File: config.mk
export PLATFORM = sky130hd
export DESIGN_NAME = sys_bus
export DESIGN_NICKNAME = d
export VERILOG_FILES = /design/src/rtl/sys_bus_pkg.sv /design/src/rtl/sys_bus_arb.sv /design/src/rtl/sys_bus.sv
export SDC_FILE = /design/constraint.sdc
export NUM_CORES = 1
export LEC_CHECK = 0
export ABC_AREA = 1
export BUFFER_PORTS_ARGS = -buffer_cell sky130_fd_sc_hd__buf_2
export CAP_MARGIN = 20
export CORE_AREA = 2 2 108 110
export DETAILED_ROUTE_END_ITERATION = 10
export DIE_AREA = 0 0 110 112
export PLACE_DENSITY = 0.54
export SLEW_MARGIN = 15
export SYNTH_ARGS = -nofsm -noshare
export SYNTH_HDL_FRONTEND = slang
export SYNTH_SLANG_ARGS = --single-unit
File: constraint.sdc
create_clock -name clk_i -period 1.5 [get_ports clk_i]
set_clock_uncertainty 0.15 [all_clocks]
set_input_delay 0.15 -clock clk_i [delete_from_list [all_inputs] [get_ports clk_i]]
set_output_delay 0.15 -clock clk_i [all_outputs]
set_load 0.01 [all_outputs]
File: src/rtl/sys_bus_pkg.sv
// Shared helpers for the sys_bus crossbar and its arbiter.
package sys_bus_pkg;

    // Index width for n ports, never narrower than one bit.
    function automatic int idx_width(input int n);
        return (n > 1) ? $clog2(n) : 1;
    endfunction

endpackage

File: src/rtl/sys_bus_arb.sv
// Fixed-priority arbiter: lowest-index requester wins; one-hot grant plus binary index.
module sys_bus_arb
    import sys_bus_pkg::*;
#(
    parameter int N = 1,
    localparam int IdxW = idx_width(N)
) (
    input  logic [N-1:0]    i_req,
    output logic [N-1:0]    o_gnt,
    output logic [IdxW-1:0] o_idx,
    output logic            o_valid
);

    always_comb begin
        o_gnt   = '0;
        o_idx   = '0;
        o_valid = 1'b0;
        // Descending scan so the lowest requesting index is the last one written.
        for (int i = N - 1; i >= 0; i--) begin
            if (i_req[i]) begin
                o_idx   = IdxW'(i);
                o_valid = 1'b1;
            end
        end
        for (int i = 0; i < N; i++) begin
            o_gnt[i] = o_valid && (o_idx == IdxW'(i));
        end
    end

endmodule

File: src/rtl/sys_bus.sv
// Single-cycle multi-host to multi-device crossbar with base/mask address decode
// and a one-cycle registered response route back to the originating host.
module sys_bus
    import sys_bus_pkg::*;
#(
    parameter int NrDevices    = 1,
    parameter int NrHosts      = 1,
    parameter int DataWidth    = 32,
    parameter int AddressWidth = 32
) (
    input  logic                      clk_i,
    input  logic                      rst_ni,

    input  logic [NrHosts-1:0]        host_req_i,
    output logic [NrHosts-1:0]        host_gnt_o,
    input  logic [AddressWidth-1:0]   host_addr_i    [NrHosts],
    input  logic [NrHosts-1:0]        host_we_i,
    input  logic [DataWidth/8-1:0]    host_be_i      [NrHosts],
    input  logic [DataWidth-1:0]      host_wdata_i   [NrHosts],
    output logic [NrHosts-1:0]        host_rvalid_o,
    output logic [DataWidth-1:0]      host_rdata_o   [NrHosts],
    output logic [NrHosts-1:0]        host_err_o,

    output logic [NrDevices-1:0]      device_req_o,
    output logic [AddressWidth-1:0]   device_addr_o  [NrDevices],
    output logic [NrDevices-1:0]      device_we_o,
    output logic [DataWidth/8-1:0]    device_be_o    [NrDevices],
    output logic [DataWidth-1:0]      device_wdata_o [NrDevices],
    input  logic [NrDevices-1:0]      device_rvalid_i,
    input  logic [DataWidth-1:0]      device_rdata_i [NrDevices],
    input  logic [NrDevices-1:0]      device_err_i,

    input  logic [AddressWidth-1:0]   cfg_device_addr_base [NrDevices],
    input  logic [AddressWidth-1:0]   cfg_device_addr_mask [NrDevices]
);

    localparam int HostIdxW = idx_width(NrHosts);
    localparam int DevIdxW  = idx_width(NrDevices);
    localparam int BeW      = DataWidth / 8;

    logic [NrHosts-1:0]      w_host_gnt;
    logic [HostIdxW-1:0]     w_host_idx;
    logic                    w_host_valid;

    logic [AddressWidth-1:0] w_addr;
    logic                    w_we;
    logic [BeW-1:0]          w_be;
    logic [DataWidth-1:0]    w_wdata;

    logic [DevIdxW-1:0]      w_dev_idx;
    logic                    w_dev_hit;

    logic                    r_valid;
    logic                    r_err;
    logic [HostIdxW-1:0]     r_host_idx;
    logic [DevIdxW-1:0]      r_dev_idx;

    logic                    w_rsp_rvalid;
    logic [DataWidth-1:0]    w_rsp_rdata;
    logic                    w_rsp_err;

    sys_bus_arb #(
        .N (NrHosts)
    ) u_arb (
        .i_req   (host_req_i),
        .o_gnt   (w_host_gnt),
        .o_idx   (w_host_idx),
        .o_valid (w_host_valid)
    );

    assign host_gnt_o = w_host_gnt;

    // One-hot mux of the winning host's request fields.
    always_comb begin
        w_addr  = '0;
        w_we    = 1'b0;
        w_be    = '0;
        w_wdata = '0;
        for (int h = 0; h < NrHosts; h++) begin
            if (w_host_gnt[h]) begin
                w_addr  = host_addr_i[h];
                w_we    = host_we_i[h];
                w_be    = host_be_i[h];
                w_wdata = host_wdata_i[h];
            end
        end
    end

    // Descending scan so overlapping windows resolve to the lowest device index.
    always_comb begin
        w_dev_idx = '0;
        w_dev_hit = 1'b0;
        for (int d = NrDevices - 1; d >= 0; d--) begin
            if ((w_addr & cfg_device_addr_mask[d]) == cfg_device_addr_base[d]) begin
                w_dev_idx = DevIdxW'(d);
                w_dev_hit = 1'b1;
            end
        end
    end

    always_comb begin
        for (int d = 0; d < NrDevices; d++) begin
            device_req_o[d]   = w_host_valid && w_dev_hit && (w_dev_idx == DevIdxW'(d));
            device_addr_o[d]  = w_addr;
            device_we_o[d]    = w_we;
            device_be_o[d]    = w_be;
            device_wdata_o[d] = w_wdata;
        end
    end

    always_ff @(posedge clk_i or negedge rst_ni) begin
        if (!rst_ni) begin
            r_valid    <= 1'b0;
            r_err      <= 1'b0;
            r_host_idx <= '0;
            r_dev_idx  <= '0;
        end else begin
            r_valid    <= w_host_valid;
            r_err      <= w_host_valid && !w_dev_hit;
            r_host_idx <= w_host_idx;
            r_dev_idx  <= w_dev_idx;
        end
    end

    always_comb begin
        w_rsp_rvalid = 1'b0;
        w_rsp_rdata  = '0;
        w_rsp_err    = 1'b0;
        for (int d = 0; d < NrDevices; d++) begin
            if (r_dev_idx == DevIdxW'(d)) begin
                w_rsp_rvalid = device_rvalid_i[d];
                w_rsp_rdata  = device_rdata_i[d];
                w_rsp_err    = device_err_i[d];
            end
        end
    end

    // A decode error is answered by the bus itself; no device was addressed.
    always_comb begin
        for (int h = 0; h < NrHosts; h++) begin
            host_rvalid_o[h] = 1'b0;
            host_rdata_o[h]  = '0;
            host_err_o[h]    = 1'b0;
            if (r_valid && (r_host_idx == HostIdxW'(h))) begin
                if (r_err) begin
                    host_rvalid_o[h] = 1'b1;
                    host_err_o[h]    = 1'b1;
                end else begin
                    host_rvalid_o[h] = w_rsp_rvalid;
                    host_rdata_o[h]  = w_rsp_rdata;
                    host_err_o[h]    = w_rsp_err;
                end
            end
        end
    end

endmodule

==> results of run 1 <==
==> through the flow <==
step           setup slack [ps]  total power [uW]  utilization, %  cell area [um^2]  cells
2_1_floorplan             34.28             495.6               -              2123    502
3_3_place_gp             -490.6              1028           34.96              3906    941
3_5_place_dp             -489.6              1030           34.96              3906    941
4_1_cts                  -289.0              1568           39.27              4388    955
5_1_grt                  -361.5              1788           42.41              4740    956
6_report                 -230.4              1638           42.41              4740    956
==> metal layers <==
layer	routed length (um)	track usage [%]
met1	3846	15.89
met2	5835	31.94
met3	965	2.459
met4	65	2.616
met5	0	0
==> layout make-up <==
cell class / count / area, um^2
Fill cell: 1222 / 6435
Sequential cell: 2 / 50.05
Inverter: 148 / 555.5
Tap cell: 143 / 178.9
Multi-Input combinational cell: 334 / 1700
Timing Repair Buffer: 326 / 2180
Clock buffer: 3 / 75.07
==> kinds of logic (layout without fill, tap and decap cells) <==
| logic type | after synthesis | count (layout) | share of synthesized area, % |
|---|---|---|---|
| and+or+nand+nor | 333 | 333 | 65.41 |
| buffers and inverters | 166 | 477 | 31.82 |
| xor gates and xnor gates | 1 | 1 | 0.4126 |
| DFF | 2 | 2 | 2.357 |
==> layout by cell type (no fill, tap or decap), types with 4 or more instances in the layout <==
master	instances
nor2_4	30
inv_1	138
buf_16	5
buf_6	32
nand2_1	173
nand3_2	7
nor2_2	8
buf_2	243
buf_4	37
nand2_2	6
nand4_1	15
nand3_1	50
clkbuf_16	4
nor2_1	38
buf_12	6
inv_2	10
==> timing repair <==
action                                  CTS  global route
gates cloned                              6             1
setup buffers                             4             1
resized for setup                        48            80
pin swaps                                12            20
endpoints found under the setup margin   33            34
hold endpoints to repair                  2             0
hold buffers                              1             0
==> state kept, by name (all words and copies together), names as in the netlist <==
name     count
r_err        1
r_valid      1
==> power groups by stage <==
stage	combinational (uW)	clock (uW)	sequential (uW)
after floorplan	437	0	58.7
after global placement	969	0	58.9
after detailed placement	971	0	58.8
after CTS	1100	405	58.3
after global routing	1320	413	59.0
final	1180	396	58.4
==> worst paths after layout <==
path	endpoint	slack [ps]	cells after the start
hold / removal	r_err	140	2
min in group clk_i	r_valid	220	3
max in group asynchronous	r_valid	970	2
setup / recovery	device_req_o	-230	13
==> impl_metrics.json, run 1 <==
{
  "status": "finished, violations left",
  "failed_checks": "setup timing",
  "synthMostInstantiatedCell": "nand2_1",
  "synth_commonest_cells": "nand2_1, inv_1, nor2_1",
  "timing.max_cap.violations": 0,
  "drc": 0,
  "first_iter_violations": 147,
  "p_clk_share_pct": 24.2,
  "chipHeight_um": 112,
  "dp_hpwl_mm": 8.525,
  "cts_buffers": 3,
  "holdCritPathClass": "input pin to asynchronous set/reset pin",
  "syn_avg_cell_area_um2": 4.230,
  "grt_pass1_wl_mm": 15.10,
  "synth_area_mm2": 0.002123,
  "nets": 985,
  "synth-seq-cells": 2,
  "grt_pass1_vias": 3390,
  "tightest_slew_ps": 159.9,
  "num_rows": 39,
  "firstDrtPassIters": 4,
  "worst_ep_arrival_time_ps": 1430,
  "port_buffers": 274,
  "layout_min_cycle_time_ps": 1730,
  "clockBufferDepth": 2,
  "ios": 275,
  "powerDensity_mw_per_mm2": 345.7,
  "fin_setup_tns_ps": -2580,
  "grt_overflow": 0,
  "path_cells": "buf_16 -> buf_12 -> buf_6 -> nand2_2 -> inv_2 -> nand3_2 -> nand4_1 -> nor2_2 -> nand2_1 -> nor2_2 -> nand2_2 -> nor2_4 -> buf_6",
  "synth_edf_count": 0,
  "relSlewSlack_pct": 89.34,
  "routedWlPerCell_um": 11.21,
  "yosys-top-cells-area": "nand2_1, inv_1, nor2_1",
  "cpLargestDelayFamily": "simple AND/OR/NAND/NOR gates",
  "routed_wirelength_mm": 10.71,
  "path_clk_slew_ps": 30,
  "cts.sinks": 2,
  "syn_to_final_growth_pct": 123.2,
  "cts_max_level": 1,
  "fmax_mhz": 577.9,
  "comb_power_share_pct": 72.3,
  "startpoint": "host_req_i",
  "start_util_pct": 19.00,
  "async_flop_share_pct": 100.0,
  "start_kind": "input pin",
  "crit_type": "input pin to primary output",
  "antenna_found_initial": 0,
  "final_max_slew_viol_count": 0,
  "fp.dieArea_mm2": 0.01232,
  "yosys_warnings": 0,
  "endpoint_kind": "primary output",
  "track_usage_pct": 15.51,
  "core_mm2": 0.01117,
  "ys_types": 15,
  "leakagePower_uw": 0.003304,
  "via_per_inst": 4.014,
  "crit_fanout": 8,
  "peakVddDrop_mv": 0.3656,
  "synthDominantCellAreaShare_pct": 31.82,
  "seqPwrFrac_pct": 3.6,
  "syn_nets": 672,
  "hold_viol_final": 0,
  "crit_buf_inv": 5,
  "cp.required_ps": 1200,
  "route.antenna.remaining_nets": 0,
  "grt_max_degree": 19,
  "synthFlopType": "dfrtp_1",
  "whs_ps": 139.9,
  "finalSetupViolations": 33,
  "cpPeakStageDelay_ps": 140,
  "rsz0062_at_grt": "yes",
  "gp_congestion": 0.7720,
  "layout_setup_ws_ps": -230.4,
  "power.switching_uw": 650.8,
  "root_buffer": "clkbuf_16",
  "syn_inst": 502,
  "p_sw_share_pct": 39.72,
  "min_period_over_period_pct": 115.4,
  "die_w_um": 110,
  "netlist.top_cell.by_area": "nand2_1",
  "drive_gt1_share_pct": 48.22,
  "internal_power_uw": 987.5,
  "crit_slowest_cell": "buf_16",
  "n_antenna_cell": 0,
  "yosysSeqAreaShare_pct": 2.357,
  "cts_tree": "done",
  "num_vias": 3837
}
Power figures use the tool's default switching activity.
==> run 2, diff against run 1 <==
--- a/config.mk
+++ b/config.mk
@@ -8,11 +8,12 @@
 export ABC_AREA = 1
 export BUFFER_PORTS_ARGS = -buffer_cell sky130_fd_sc_hd__buf_2
 export CAP_MARGIN = 20
-export CORE_AREA = 2 2 108 110
+export CORE_AREA = 2 2 105 107
 export DETAILED_ROUTE_END_ITERATION = 10
-export DIE_AREA = 0 0 110 112
-export PLACE_DENSITY = 0.54
+export DIE_AREA = 0 0 107 109
+export PLACE_DENSITY = 0.57
 export SLEW_MARGIN = 15
 export SYNTH_ARGS = -nofsm -noshare
 export SYNTH_HDL_FRONTEND = slang
+export SYNTH_HIERARCHICAL = 1
 export SYNTH_SLANG_ARGS = --single-unit
==> run 2 against run 1 <==
Compared with the run above: the flow still finishes with violations (setup timing); critical path depth unchanged; worst setup slack better by 31 ps; count of clock-buffer cells in the layout up 1; design area up 7.7%; synthesized cell count up 1.6%; power down 1.8%; routed wire length up 10%; sequential share of layout area up 0.42 points; clock power down 41%; critical endpoint unchanged.
==> impl_metrics.json, run 2 <==
{
  "p_sw_share_pct": 43.81,
  "holdCritPathClass": "input pin to asynchronous set/reset pin",
  "start_util_pct": 20.76,
  "synth_edf_count": 0,
  "die_w_um": 107,
  "track_usage_pct": 17.10,
  "async_flop_share_pct": 100.0,
  "fp.dieArea_mm2": 0.01166,
  "status": "finished, violations left",
  "reg_top3": "r_err x1, r_host_idx x1, r_valid x1",
  "port_buffers": 274,
  "num_rows": 38,
  "peakVddDrop_mv": 0.1628,
  "netlist.top_cell.by_area": "nand2_1",
  "worst_ep_arrival_time_ps": 1400,
  "final_max_slew_viol_count": 0,
  "min_period_over_period_pct": 113.3,
  "power.switching_uw": 704.7,
  "cts_max_level": 1,
  "cts_buffers": 3,
  "first_iter_violations": 155,
  "synth_area_mm2": 0.002201,
  "core_mm2": 0.01060,
  "layout_commonest_cell": "buf_2",
  "path_clk_slew_ps": 30,
  "failed_checks": "setup timing",
  "layout_min_cycle_time_ps": 1699,
  "routed_wirelength_mm": 11.83,
  "firstDrtPassIters": 5,
  "p_clk_share_pct": 14.6,
  "rsz0062_at_grt": "yes",
  "synth_commonest_cells": "nand2_1, inv_1, nor2_1",
  "leakagePower_uw": 0.003357,
  "timing.max_cap.violations": 0,
  "synthMostInstantiatedCell": "nand2_1",
  "syn_inst": 510,
  "yosys_warnings": 6,
  "finalSetupViolations": 10,
  "via_per_inst": 4.163,
  "cts_tree": "done",
  "synthFlopType": "dfrtp_1",
  "syn_nets": 680,
  "syn_avg_cell_area_um2": 4.315,
  "crit_type": "input pin to primary output",
  "gp_congestion": 0.7639,
  "grt_pass1_wl_mm": 16.21,
  "route.antenna.remaining_nets": 0,
  "synth-seq-cells": 3,
  "n_antenna_cell": 0,
  "clockBufferDepth": 2,
  "grt_max_degree": 35,
  "grt_pass1_vias": 3575,
  "post-place-cells": 945,
  "nets": 1005,
  "syn_to_final_growth_pct": 131.8,
  "crit_fanout": 9,
  "synthDominantCellAreaShare_pct": 35.99,
  "antenna_found_initial": 0,
  "yosysSeqAreaShare_pct": 3.411,
  "routedWlPerCell_um": 12.15,
  "ys_types": 19,
  "ios": 275,
  "endpoint_kind": "primary output",
  "internal_power_uw": 904.0,
  "drc": 0,
  "root_buffer": "clkbuf_8",
  "hold_viol_final": 0,
  "comb_power_share_pct": 79.9,
  "start_kind": "input pin",
  "layoutNonFillerInstCount": 974,
  "cts.sinks": 3,
  "grt_overflow": 0,
  "whs_ps": 142.2,
  "cp.required_ps": 1200,
  "layout_setup_ws_ps": -199.1,
  "yosys-top-cells-area": "nand2_1, inv_1, nor2_1",
  "chipHeight_um": 109,
  "num_vias": 4055,
  "dp_hpwl_mm": 8.734,
  "fmax_mhz": 588.6,
  "seqPwrFrac_pct": 5.5,
  "layout_common_cells": "buf_2, nand2_1, inv_1",
  "drive_gt1_share_pct": 56.12,
  "powerDensity_mw_per_mm2": 315.3
}
## run 2: cell types whose count changed after synthesis, sizes merged
cell | before | now
dfrtp | 2 | 3
inv | 148 | 117
clkbuf | 6 | 7
conb | 0 | 1
nand2 | 180 | 212
buf | 12 | 15
clkinv | 0 | 1
nor2 | 76 | 77
or2 | 1 | 0
## run 2: final cells by class
class	count	area, um^2
fillers	1094	5500
well taps	140	175.2
inverters	118	447.9
multi-input cells	367	2029
clock buffers	4	45.04
repair buffers	342	2330
flip-flops and latches	3	75.07
## run 2: worst max path at each step
stage                          start  slack, ps            to
after CTS                 host_req_i       -120  device_req_o
after floorplan           host_req_i        -20  device_req_o
after global placement    host_req_i       -430  device_req_o
after detailed placement  host_req_i       -430  device_req_o
final                     host_req_i       -200  device_req_o
after global routing      host_req_i       -290  device_req_o
## run 2: power groups by stage
stage | combinational [uW] | clock (uW) | sequential (uW)
6_report | 1290 | 235 | 87.9
5_1_grt | 1410 | 250 | 88.2
4_1_cts | 1120 | 245 | 87.4
3_5_place_dp | 977 | 0 | 88.4
3_3_place_gp | 977 | 0 | 88.4
2_1_floorplan | 456 | 0 | 87.8
## run 2: metal layers
| layer | part of all wire (%) | up-vias | GRT usage (%) | wire length [um] |
|---|---|---|---|---|
| met4 | 1.1 | 0 | 1.855 | 125 |
| met5 | 0 | - | 0 | 0 |
| met2 | 54 | 161 | 35.30 | 6386 |
| li1 | - | 2138 | - | - |
| met1 | 37 | 1740 | 17.97 | 4329 |
| met3 | 8.4 | 16 | 3.825 | 993 |
## run 2: logic make-up (layout without fill, tap and decap cells)
group | count (synthesis) | after routing | synth area share, %
and+or+nand+nor | 365 | 365 | 68.85
xor gates and xnor gates | 1 | 1 | 0.3980
buffers and inverters | 140 | 464 | 27.17
other | 1 | 1 | 0.1704
DFF | 3 | 3 | 3.411
## run 2: what timing repair did
item                                    in CTS  in global routing
endpoints found under the setup margin      46                 36
gates resized for setup                     61                127
cloned                                       6                  5
setup buffers                               12                  5
pin swaps                                   25                 50
hold buffers                                 1                  0
endpoints found under the hold margin        3                  0
## run 2: worst max-delay path, cell delays in order
cell	delay, ps
buf_16	130
buf_16	140
buf_12	120
nand4_4	50
nand2_2	70
inv_2	40
nand2_1	40
nor2_1	80
nand2_1	70
nor2_2	120
nand2_1	80
nor2_2	150
buf_2	150
## run 2: through the flow
stage               setup TNS, ps  power [uW]  utilization, %  setup slack, ps  area (um^2)
finish                     -367.1        1609           48.12           -199.1         5102
global route                -1635        1752           48.12           -285.6         5102
CTS                        -269.2        1455           42.32           -118.6         4487
detailed placement          -3754        1066           37.53           -425.4         3979
global placement            -3463        1065           37.53           -427.1         3979
floorplan                  -16.41       543.4               -           -16.41         2232
==> run 3, diff against run 2 <==
--- a/config.mk
+++ b/config.mk
@@ -5,13 +5,13 @@
 export SDC_FILE = /design/constraint.sdc
 export NUM_CORES = 1
 export LEC_CHECK = 0
-export ABC_AREA = 1
 export BUFFER_PORTS_ARGS = -buffer_cell sky130_fd_sc_hd__buf_2
 export CAP_MARGIN = 20
-export CORE_AREA = 2 2 105 107
+export CORE_AREA = 2 2 108 110
 export DETAILED_ROUTE_END_ITERATION = 10
-export DIE_AREA = 0 0 107 109
-export PLACE_DENSITY = 0.57
+export DIE_AREA = 0 0 110 112
+export PLACE_DENSITY = 0.47
+export SETUP_SLACK_MARGIN = 0.02
 export SLEW_MARGIN = 15
 export SYNTH_ARGS = -nofsm -noshare
 export SYNTH_HDL_FRONTEND = slang
==> run 3 against run 2 <==
Compared with the run above: combinational power is 35% lower; flip-flop and latch count stayed put; sequential share of layout area is 0.56 points higher; the run still ends with setup timing left; largest cell class unchanged; design area is 27% lower; die area is 5.6% higher; fmax is 9.7% lower; largest power group unchanged; worst hold slack worse by 41 ps; critical path depth is 3 lower; utilization is 15 points lower; global-route usage is 4.4 points lower; synthesized cell count is 60% lower.
==> impl_metrics.json, run 3 <==
{
  "crit_fanout": 4,
  "synth_edf_count": 0,
  "cts_buffers": 3,
  "via_per_inst": 3.939,
  "crit_slowest_cell": "nor4_2",
  "synth-seq-cells": 3,
  "chipHeight_um": 112,
  "route.antenna.remaining_nets": 0,
  "track_usage_pct": 12.70,
  "utilization_pct": 33.14,
  "layout_commonest_cell": "buf_2",
  "first_iter_violations": 63,
  "firstDrtPassIters": 4,
  "routed_wirelength_mm": 8.698,
  "synth_area_mm2": 0.001384,
  "peakVddDrop_mv": 0.3325,
  "powerDensity_mw_per_mm2": 362.4,
  "netlist.top_cell.by_area": "and2_1",
  "nFillCells": 1203,
  "cpPeakStageDelay_ps": 260,
  "path_cells": "buf_12 -> buf_8 -> buf_4 -> nand3_2 -> xor2_4 -> nand4_1 -> nor4_2 -> buf_4 -> and3_4 -> buf_6",
  "start_kind": "input pin",
  "status": "finished, violations left",
  "num_vias": 2513,
  "reg_top3": "r_err x1, r_host_idx x1, r_valid x1",
  "grt_max_degree": 17,
  "fp.dieArea_mm2": 0.01232,
  "n_antenna_cell": 0,
  "die_w_um": 110,
  "finalSetupViolations": 33,
  "dp_hpwl_mm": 7.157,
  "nets": 666,
  "cp.required_ps": 1200,
  "yosysSeqAreaShare_pct": 5.425,
  "ios": 275,
  "synth_commonest_cells": "and2_1, xor2_1, nand3_1",
  "place_ws_ps": -665.4,
  "multiInputGateArea_mm2": 0.001414,
  "holdCritPathClass": "input pin to asynchronous set/reset pin",
  "fin_setup_tns_ps": -4901,
  "yosys_warnings": 6,
  "regArea_um2": 75.07,
  "path_clk_slew_ps": 30,
  "cts_max_level": 1,
  "timing.max_cap.violations": 0,
  "drc": 0,
  "synthFlopType": "dfrtp_1",
  "layout_common_cells": "buf_2, and2_1, buf_6",
  "crit_path_frequent_cell": "buf_4",
  "synthMostInstantiatedCell": "and2_1",
  "fmax_mhz": 531.4,
  "syn_inst": 204,
  "crit_type": "input pin to primary output",
  "clockBufferDepth": 2,
  "syn_to_final_growth_pct": 167.6,
  "rsz0062_at_grt": "yes",
  "layout_min_cycle_time_ps": 1882,
  "grt_pass1_wl_mm": 12.25,
  "drive_gt1_share_pct": 73.13,
  "cts.sinks": 3,
  "syn_avg_cell_area_um2": 6.783,
  "routedWlPerCell_um": 13.63,
  "layout_setup_ws_ps": -381.9,
  "endpoint_kind": "primary output",
  "antenna_found_initial": 0,
  "gp_congestion": 0.7477,
  "grt_pass1_vias": 2632,
  "syn_nets": 374,
  "start_util_pct": 12.38,
  "hold_viol_final": 0,
  "grt_overflow": 0,
  "cts_tree": "done",
  "ys_types": 18,
  "async_flop_share_pct": 100.0,
  "worst_ep_arrival_time_ps": 1580,
  "placed_area_mm2": 0.003042,
  "leakagePower_uw": 0.001999,
  "final_area_mm2": 0.003704,
  "yosys-top-cells-area": "and2_1, xor2_1, nand3_1",
  "final_max_slew_viol_count": 0,
  "post-place-cells": 622,
  "core_mm2": 0.01117,
  "min_period_over_period_pct": 125.5,
  "root_buffer": "clkbuf_16",
  "synthDominantCellAreaShare_pct": 45.66,
  "num_rows": 39,
  "failed_checks": "setup timing",
  "port_buffers": 274,
  "layoutNonFillerInstCount": 638
}
run 3: cell count changes in the layout (fill, tap and decap cells not counted), sizes merged, moves of 7 or more:
cell   before  now
nand2     212    0
inv       118    0
and2        0  101
nor2       77    5
buf       337  301
xor2        1   32
nand3      58   32
nand4      15    8
run 3: kinds of logic after synthesis:
kind of cell,synth area share (%)
AOI/OAI and AO/OA,0.5427
xor gates and xnor gates,20.80
buffers and inverters,6.691
DFF,5.425
other,0.2710
and+or+nand+nor,66.28
run 3: report_power, final:
group          internal (uW)  switching (uW)
clock                    350            66.4
combinational            477             360
sequential              85.7            3.36
total                    913             430
run 3: stage by stage:
stage               power [uW]  hold slack, ps
floorplan                375.5          -295.6
global placement         798.5          -204.0
detailed placement       799.0          -203.2
CTS                       1321           103.5
global route              1434           128.0
finish                    1342           101.7
run 3: final cells by class:
cell class / instances / share of cell area, %
Multi-Input combinational cell: 184 / 38.18
Tap cell: 143 / 4.831
Clock buffer: 4 / 2.128
Timing Repair Buffer: 304 / 52.84
Sequential cell: 3 / 2.027
run 3: final timing paths:
path / slack [ps] / endpoint / startpoint / cells after the start
worst max-delay path: -380 / device_req_o / host_req_i / 10
worst min-delay path: 100 / r_host_idx / rst_ni / 2
max in group asynchronous: 1000 / r_valid / rst_ni / 2
min in group clk_i: 140 / r_valid / host_req_i / 3
run 3: critical path: cells and delay by family:
kind                   cells  cell delay (ps)
AND/OR/NAND/NOR            4              650
buffers and inverters      5              590
XOR/XNOR                   1              180
run 3: what timing repair did:
action	4_1_cts	5_1_grt
endpoints found under the setup margin	34	34
cloned	3	1
pin swaps	28	26
buffers inserted	7	0
hold endpoints to repair	3	0
hold buffers	1	0
resized for setup	55	43
run 3: routing by layer:
metal  up-vias  wire length (um)  global-route usage (%)
li1       1227                 -                       -
met1      1126              2837                   12.26
met2       160              4967                   27.61
met3         0               893                   1.991
met4         0                 0                   1.013
met5         -                 0                       0
